$ cat src/rtl/tmds_pkg.sv
// Shared TMDS definitions: mode encoding, control tokens, TERC4 symbols and a popcount helper.
// The TERC4 table is used only when TMDS_TERC4_EN is defined.
package tmds_pkg;

  typedef enum logic [1:0] {
    TMDS_CTRL  = 2'd0,
    TMDS_VIDEO = 2'd1,
    TMDS_DATA  = 2'd2
  } tmds_mode_e;

  localparam logic [9:0] CTRL_TOK_00 = 10'b1101010100;
  localparam logic [9:0] CTRL_TOK_01 = 10'b0010101011;
  localparam logic [9:0] CTRL_TOK_10 = 10'b0101010100;
  localparam logic [9:0] CTRL_TOK_11 = 10'b1010101011;

  // Index 0 is the leftmost entry.
  localparam logic [0:15][9:0] TERC4_TABLE = {
    10'b1010011100, 10'b1001100011, 10'b1011100100, 10'b1011100010,
    10'b0101110001, 10'b0100011110, 10'b0110001110, 10'b0100111100,
    10'b1011001100, 10'b0100111001, 10'b0110011100, 10'b1011000110,
    10'b1010001110, 10'b1001110001, 10'b0101100011, 10'b1011000011
  };

  function automatic logic [3:0] popcount8(input logic [7:0] v);
    logic [3:0] n;
    n = '0;
    for (int i = 0; i < 8; i++) n = n + {3'b000, v[i]};
    return n;
  endfunction

  function automatic logic [9:0] ctrl_token(input logic [1:0] c);
    case (c)
      2'b00:   return CTRL_TOK_00;
      2'b01:   return CTRL_TOK_01;
      2'b10:   return CTRL_TOK_10;
      default: return CTRL_TOK_11;
    endcase
  endfunction

endpackage

$ cat src/rtl/tmds_qm_stage.sv
// Combinational transition-minimising stage: byte in, 9-bit q_m out.
// Bit 8 of q_m flags the XOR chain.
module tmds_qm_stage
  import tmds_pkg::*;
(
  input  logic [7:0] data,
  output logic [8:0] q_m
);

  logic [3:0] n1;
  logic       use_xnor;

  assign n1       = popcount8(data);
  assign use_xnor = (n1 > 4'd4) || ((n1 == 4'd4) && !data[0]);

  always_comb begin
    q_m    = '0;
    q_m[0] = data[0];
    for (int i = 1; i < 8; i++)
      q_m[i] = use_xnor ? ~(q_m[i-1] ^ data[i]) : (q_m[i-1] ^ data[i]);
    q_m[8] = ~use_xnor;
  end

endmodule

$ cat src/rtl/tmds_encoder_pipe.sv
// Multi-channel TMDS encoder with two enabled cycles of latency: q_m register, then DC balance.
// Define TMDS_TERC4_EN to encode data-island symbols with TERC4; otherwise mode 2 sends control tokens.
module tmds_encoder_pipe
  import tmds_pkg::*;
#(
  parameter int NUM_CH = 3,
  parameter int CNT_W  = 5
) (
  input  logic                  clk_in,
  input  logic                  rst_in,
  input  logic                  ce_in,
  input  logic [NUM_CH*2-1:0]   mode_in,
  input  logic [NUM_CH*8-1:0]   data_in,
  input  logic [NUM_CH*2-1:0]   ctrl_in,
  output logic [NUM_CH*10-1:0]  tmds_out
);

  for (genvar gi = 0; gi < NUM_CH; gi++) begin : g_ch
    logic [8:0]       q_m_comb;
    logic [8:0]       q_m_reg;
    logic [3:0]       n1_reg;
    logic [1:0]       mode_reg;
    logic [1:0]       ctrl_reg;
    logic [9:0]       sym_reg, sym_next;
    logic [CNT_W-1:0] cnt_reg, cnt_next;
    logic [CNT_W-1:0] n1_w, n0_w, diff;
    logic             cnt_zero, cnt_pos, cnt_neg;

    tmds_qm_stage u_qm (
      .data (data_in[8*gi +: 8]),
      .q_m  (q_m_comb)
    );

    always_ff @(posedge clk_in) begin
      if (rst_in) begin
        q_m_reg  <= '0;
        n1_reg   <= '0;
        mode_reg <= TMDS_CTRL;
        ctrl_reg <= 2'b00;
        sym_reg  <= '0;
        cnt_reg  <= '0;
      end else if (ce_in) begin
        q_m_reg  <= q_m_comb;
        n1_reg   <= popcount8(q_m_comb[7:0]);
        mode_reg <= mode_in[2*gi +: 2];
        ctrl_reg <= ctrl_in[2*gi +: 2];
        sym_reg  <= sym_next;
        cnt_reg  <= cnt_next;
      end
    end

`ifdef TMDS_TERC4_EN
    logic [3:0] nib_reg;
    always_ff @(posedge clk_in) begin
      if (rst_in)     nib_reg <= '0;
      else if (ce_in) nib_reg <= data_in[8*gi +: 4];
    end
`endif

    // Counter math is modular; only the final value has to fit in CNT_W bits.
    assign n1_w     = CNT_W'(n1_reg);
    assign n0_w     = CNT_W'(4'd8 - n1_reg);
    assign diff     = n1_w - n0_w;
    assign cnt_zero = (cnt_reg == '0);
    assign cnt_neg  = cnt_reg[CNT_W-1];
    assign cnt_pos  = !cnt_neg && !cnt_zero;

    always_comb begin
      sym_next = ctrl_token(ctrl_reg);
      cnt_next = '0;
      if (mode_reg == TMDS_VIDEO) begin
        if (cnt_zero || (n1_reg == 4'd4)) begin
          sym_next = {~q_m_reg[8], q_m_reg[8], q_m_reg[8] ? q_m_reg[7:0] : ~q_m_reg[7:0]};
          cnt_next = q_m_reg[8] ? (cnt_reg + diff) : (cnt_reg - diff);
        end else if ((cnt_pos && (n1_reg > 4'd4)) || (cnt_neg && (n1_reg < 4'd4))) begin
          sym_next = {1'b1, q_m_reg[8], ~q_m_reg[7:0]};
          cnt_next = cnt_reg + (q_m_reg[8] ? CNT_W'(2) : '0) - diff;
        end else begin
          sym_next = {1'b0, q_m_reg[8], q_m_reg[7:0]};
          cnt_next = cnt_reg - (q_m_reg[8] ? '0 : CNT_W'(2)) + diff;
        end
      end
`ifdef TMDS_TERC4_EN
      else if (mode_reg == TMDS_DATA) begin
        sym_next = TERC4_TABLE[nib_reg];
      end
`endif
    end

    assign tmds_out[10*gi +: 10] = sym_reg;
  end

endmodule

$ cat config.mk
export PLATFORM = sky130hd
export DESIGN_NAME = tmds_encoder_pipe
export DESIGN_NICKNAME = d
export VERILOG_FILES = /design/src/rtl/tmds_pkg.sv /design/src/rtl/tmds_qm_stage.sv /design/src/rtl/tmds_encoder_pipe.sv
export SDC_FILE = /design/constraint.sdc
export NUM_CORES = 1
export LEC_CHECK = 0
export BUFFER_PORTS_ARGS = -buffer_cell sky130_fd_sc_hd__buf_2
export CAP_MARGIN = 20
export CORE_MARGIN = 2
export CORE_UTILIZATION = 40
export CTS_BUF_LIST = sky130_fd_sc_hd__clkbuf_2
export CTS_CLUSTER_DIAMETER = 120
export CTS_CLUSTER_SIZE = 10
export DETAILED_ROUTE_END_ITERATION = 6
export MAX_ROUTING_LAYER = met4
export PLACE_DENSITY = 0.63
export REMOVE_ABC_BUFFERS = 1
export SLEW_MARGIN = 20
export SYNTH_ARGS = -nofsm -noshare
export SYNTH_HDL_FRONTEND = slang
export SYNTH_SLANG_ARGS = --single-unit
$ cat constraint.sdc
create_clock -name clk_in -period 6.9 [get_ports clk_in]
set_clock_uncertainty 0.2 [all_clocks]
set_input_delay 0.345 -clock clk_in [delete_from_list [all_inputs] [get_ports clk_in]]
set_output_delay 0.345 -clock clk_in [all_outputs]
set_load 0.02 [all_outputs]
Word level (Yosys, flattened, before mapping)

Cells that the tools add are included.

Register bits after elaboration: 96
Bits of input ports: 39
Logic and storage cells: 249

$add $sub $neg: 66
$lt $le $gt $ge: 9
Eq/ne operators: 15
Mux-type cells: 54
Bitwise logic cells: 51
Reduce and logical (&&, ||, !) cells: 36

Operators with widths:

| kind                  | count |
|---|---|
| $add A4 B1 Y4         | 30 |
| $mux W10              | 9 |
| $pmux W10 S3          | 3 |
| $mux W5               | 12 |
| $add A5 B5 Y5         | 6 |
| $sub A5 B5 Y5         | 6 |
| $not A1 Y1            | 27 |
| $eq A4 B3 Y1 const B  | 6 |
| $gt A4 B3 Y1 const B  | 6 |
| $mux W8               | 3 |
| $not A8 Y8            | 3 |
| $mux W1               | 21 |
| $xor A1 B1 Y1         | 21 |
| $add A5 B2 Y5         | 3 |
| $logic_not A5 Y1      | 3 |
| $sub A4 B4 Y5 const A | 3 |
| $sub A4 B5 Y5         | 3 |
| $sub A5 B2 Y5         | 3 |
| $add A1 B1 Y2         | 6 |
| $add A3 B1 Y4         | 3 |
| $eq A2 B1 Y1 const B  | 6 |
| $logic_and A1 B1 Y1   | 12 |
| $lt A4 B3 Y1 const B  | 3 |
| $mux W2               | 6 |
| 5 further kinds       | 27 |

Logic depth before layout (Yosys ltp)

Word-level depth: 30
Gate-level depth with buffers: 23
Mapped depth without buffers: 23

By module

From an unflattened synthesis, not the netlist that was laid out.

Cells, all modules: 812
Area total of the unflattened synthesis: 7,513.5 µm²

Modules (own cells, without submodules):

| module                            | times used | cells each | area each (µm²) | seq. area each (µm²) |
|---|---|---|---|---|
| tmds_encoder_pipe                 | 1          | 713        | 6,437.4         | 1,861.8 |
| tmds_qm_stage at g_ch[0].u_qm ... | 2          | 33         | 361.6           | 0.0 |
| tmds_qm_stage at g_ch[2].u_qm     | 1          | 33         | 352.8           | 0.0 |

Worst setup path after synthesis

Ideal clock, no wire load.

Path kind: input-to-reg
Start: in data_in[16]
End: reg g_ch[2].n1_reg[2]
Setup time: 0.128 ns
Arrival: 5.886 ns
Path slack: 0.686 ns
Cell stages on the path: 23
Path buffers: 1
Cell sequence: ha_1 -> inv_1 -> fa_1 -> fa_1 -> inv_1 -> fa_1 -> fa_1 -> nor3b_1 -> o22ai_1 -> or2_1 -> buf_2 -> xnor2_1 -> fa_1 -> fa_1 -> inv_1 -> fa_1 -> ha_1 -> inv_1 -> fa_1 -> xor2_1 -> nor2_1 -> a21oi_1 -> nor2_1

Cells in the longest elaborated chain, start to end: 30
Elaborated cells on any way between the ends: 40

Ends and longest elaborated chain:

| element                                                                | RTL line                | text |
|---|---|---|
| start, declared                                                        | tmds_encoder_pipe.sv:13 | `input logic [NUM_CH*8-1:0] data_in,` |
| parallel branches: the longest is 29 deep, another holds $add A4 B1 Y4 | -                       |  |
| $add A4 B1 Y4 *                                                        | tmds_pkg.sv:27          | `for (int i = 0; i < 8; i++) n = n + {3'b000, v[i]};` |
| end signal, assigned                                                   | tmds_encoder_pipe.sv:44 | `n1_reg <= popcount8(q_m_comb[7:0]);` |
| end, declared                                                          | tmds_encoder_pipe.sv:21 | `logic [3:0] n1_reg;` |

Every way passes the cells marked *.
A chain may end at the register's enable or synchronous reset.

Final worst setup path

Ends and elaborated chain as after synthesis.

==> summary.md <==
| Metric | Value |
|---|---|
| Status | finished clean |
| Clock latency on the worst-skew pair | 0.61 ns |
| Fill cells | 1781 |
| Synth top area cells | dfxtp_1 25%, ha_1 13%, fa_1 10%, xnor2_1 5.3%, mux2i_1 5.1% |
| Area occupied by multi-input gates | 0.00506 mm2 |
| Vias in the first global route | 5539 |
| Fraction of layout cells with a size suffix above 1 | 13.0% |
| DR iter-0 viols | 346 |
| DIE AREA | 0.0197 mm2 |
| DR vias | 5634 |
| Fin nets | 1049 |
| Cell taking the most area after synthesis | dfxtp_1 |
| Most used cell, CP | fa_1 |
| CTS tree | built |
| Via density | 4.99 |
| Seq cells post-synth | 93 |
| Slew Viols, Final | 0 |
| CP cell instances | dlygate4sd3_1 > buf_2 > ha_1 > inv_1 > fa_1 > fa_1 > inv_1 > fa_1 > fa_1 > nor3b_1 > o22ai_1 > or2_1 > xnor2_2 > fa_1 > fa_1 > inv_1 > fa_1 > ha_1 > inv_1 > fa_1 > xor2_1 > nor2_1 > a21oi_1 > nor2_1 |
| Final setup viols | 0 |
| Post-route DRC | 0 |
| Chip Width | 140 um |
| Total Wirelength | 15.6 mm |
| CTS Buffer Depth | 2 |
| Fmax | 154 MHz |
| Slew HR | 43.9% |
| Number of clock buffers inserted by TritonCTS | 9 |
| Routability congestion estimate | 0.830 |
| Hold Vio Cnt, Final | 0 |
| Die height | 140 um |
| YS warnings | 0 |
| Largest net degree at the start of global routing | 70 |
| Total congestion overflow | 0 |
| Setup TNS | 0 ns |
| Drt wl/cell | 13.8 um |
| Min-Delay Path Class | in -> reg |
| Sequential fraction of the synthesis area | 25.0% |
| Final worst path period share | 93.9% |
| # diodes | 0 |
| Crit Reg-Reg Startpoint | g_ch[0].q_m_reg[8] |
| Initial DRT Pass Iterations | 4 |
| Critical path type | in -> reg |
| Starting Density | 41.1% |
| CP startpoint | data_in[16] |
| Max-cap violations | 0 |
| Crit Path Max Fanout | 5 |
| Clock Tree Root | clkbuf_2 |
| Synthesized area | 0.00744 mm2 |
| Setup bufs post-CTS | 0 |
| Pleak | 3.93 nW |
| Global-route wire length before repair | 26.7 mm |
| Worst-path clk slew | 0.27 ns |
| Synth-to-Final Area Change | 10.7% |
| # port buffers | 68 |
| Reg area | 0.00186 mm2 |
| Avg Cell Area, Syn | 8.99 um2 |
| Tot Pwr | 0.00278 W |
| Slowest CP cell | dlygate4sd3_1 |
| EDFF count, synth | 0 |
| Max reg flops | 30 |
| CP peak stage delay | 0.53 ns |
| Initial antenna violation count | 0 |
| WP data required | 7.25 ns |
| VDD IR max | 146 uV |
| Sink Count | 93 |
| Post-synthesis async set-or-reset flop share | 0% |
| Setup crit end kind | register |
| Post-DRT Antenna Nets | 0 |
| Ys flop type | dfxtp_1 |
| Crit path DAT | 6.83 ns |
| Yosys top cell area share | 25.0% |
| Tmin final | 6.48 ns |
| Row count | 49 |
| Htree depth | 3 |
| HP Start | data_in[18] |
| Power Density | 337 mW/mm2 |
| RSZ-0062 raised after global routing | false |
| Total track usage | 17.0% |
| Syn Inst Count | 828 |
| DPL Wire Length | 11.7 mm |
| IO Count | 69 |
| Cell variety after synth | 54 |
| Core Area | 0.0181 mm2 |
| Element type at the critical path start | input pin |
| Worst-margin pin slew | 0.842 ns |
==> placed cells by master (no fill, tap or decap), types with 4 or more instances in the layout <==
cell type,count
nor4b_1,4
inv_1,99
a21o_1,15
a31oi_1,17
a211oi_1,13
nand3_1,19
dfxtp_1,93
mux2_2,5
xor2_1,28
nand2b_1,4
o21ai_0,34
nor2b_1,7
ha_1,75
fa_1,39
o22ai_1,4
clkbuf_2,9
xnor2_1,44
o211ai_1,4
mux2i_1,38
buf_2,67
a21oi_1,62
nor3b_1,4
xnor2_2,9
nor3_1,6
nor2_1,86
nand2_1,36
o21a_1,4
dlygate4sd3_1,20
==> cell type report <==
type	instances	share of cell area, %
Clock buffer	9	0.547
Clock inverter	5	0.471
Inverter	102	4.65
Multi-Input combinational cell	600	61.5
Sequential cell	93	22.6
Tap cell	229	3.48
Timing Repair Buffer	90	6.78
==> synth_stat cells, types with 5 or more instances <==
| cell type | number |
|---|---|
| fa_1 | 39 |
| buf_2 | 9 |
| a31oi_1 | 17 |
| clkbuf_1 | 19 |
| nor3_1 | 6 |
| a211oi_1 | 13 |
| a21oi_1 | 62 |
| mux2i_1 | 38 |
| nand3_1 | 19 |
| xnor2_2 | 8 |
| inv_1 | 99 |
| xnor2_1 | 45 |
| mux2_2 | 5 |
| a21o_1 | 15 |
| dfxtp_1 | 93 |
| ha_1 | 75 |
| o21ai_0 | 34 |
| nand2_1 | 36 |
| xor2_1 | 28 |
| nor2_1 | 86 |
| nor2b_1 | 7 |
==> worst max-delay path: cells and delay by family <==
kind	cells	cell delay [ns]
simple gates	4	0.75
buf+inv	6	0.92
xor+xnor	2	0.34
compound gates	2	0.30
fa+ha+maj	10	4.18
==> repair_timing <==
action,4_1_cts,5_1_grt
gates resized for setup,0,1
hold endpoints to repair,31,0
hold buffers,20,0
setup endpoints to repair,0,1
==> power by group <==
group	leakage, nW	internal (W)	switching, W
Clock	0.0542	0.0000456	0.000202
Combinational	3.10	0.000855	0.000987
Sequential	0.767	0.000614	0.0000728
==> routing by layer <==
metal	global-route usage (%)	vias to the layer above	wire, um
li1	-	2906	-
met1	23.0	2634	7820
met2	26.6	78	7170
met3	1.91	16	385
met4	5.48	0	223
met5	-	-	0
==> per-stage QoR <==
stage / cell area [um2] / hold WS, ns / utilization, % / worst slack, ns / instances
floorplan: 7300 / 0.210 / - / 0.716 / 795
global placement: 7940 / 0.252 / 43.9 / 0.394 / 1094
detailed placement: 7940 / 0.255 / 43.9 / 0.190 / 1094
CTS: 8230 / 0.0174 / 45.5 / 0.362 / 1128
global route: 8240 / 0.0733 / 45.5 / 0.0475 / 1128
finish: 8240 / 0.0399 / 45.5 / 0.420 / 1128
==> final timing paths <==
kind	end	slack, ns	cells after the start
max	g_ch[2].n1_reg[2]	0.42	24
min	g_ch[2].q_m_reg[2]	0.04	4
max reg2reg	g_ch[0].cnt_reg[3]	3.70	9
min reg2reg	g_ch[2].n1_reg[3]	0.28	2
==> cell families (layout without fill, tap and decap cells) <==
kind of cell / Yosys count / count (layout) / synth area share, %
AOI/OAI and AO/OA: 175 / 175 / 15.3
buffers and inverters: 135 / 206 / 7.06
xor gates and xnor gates: 87 / 87 / 12.3
muxes: 43 / 43 / 5.87
DFF: 93 / 93 / 25.0
and+or+nand+nor: 181 / 181 / 11.4
adders and majority gates: 114 / 114 / 23.1
Power figures use the tool's default switching activity.
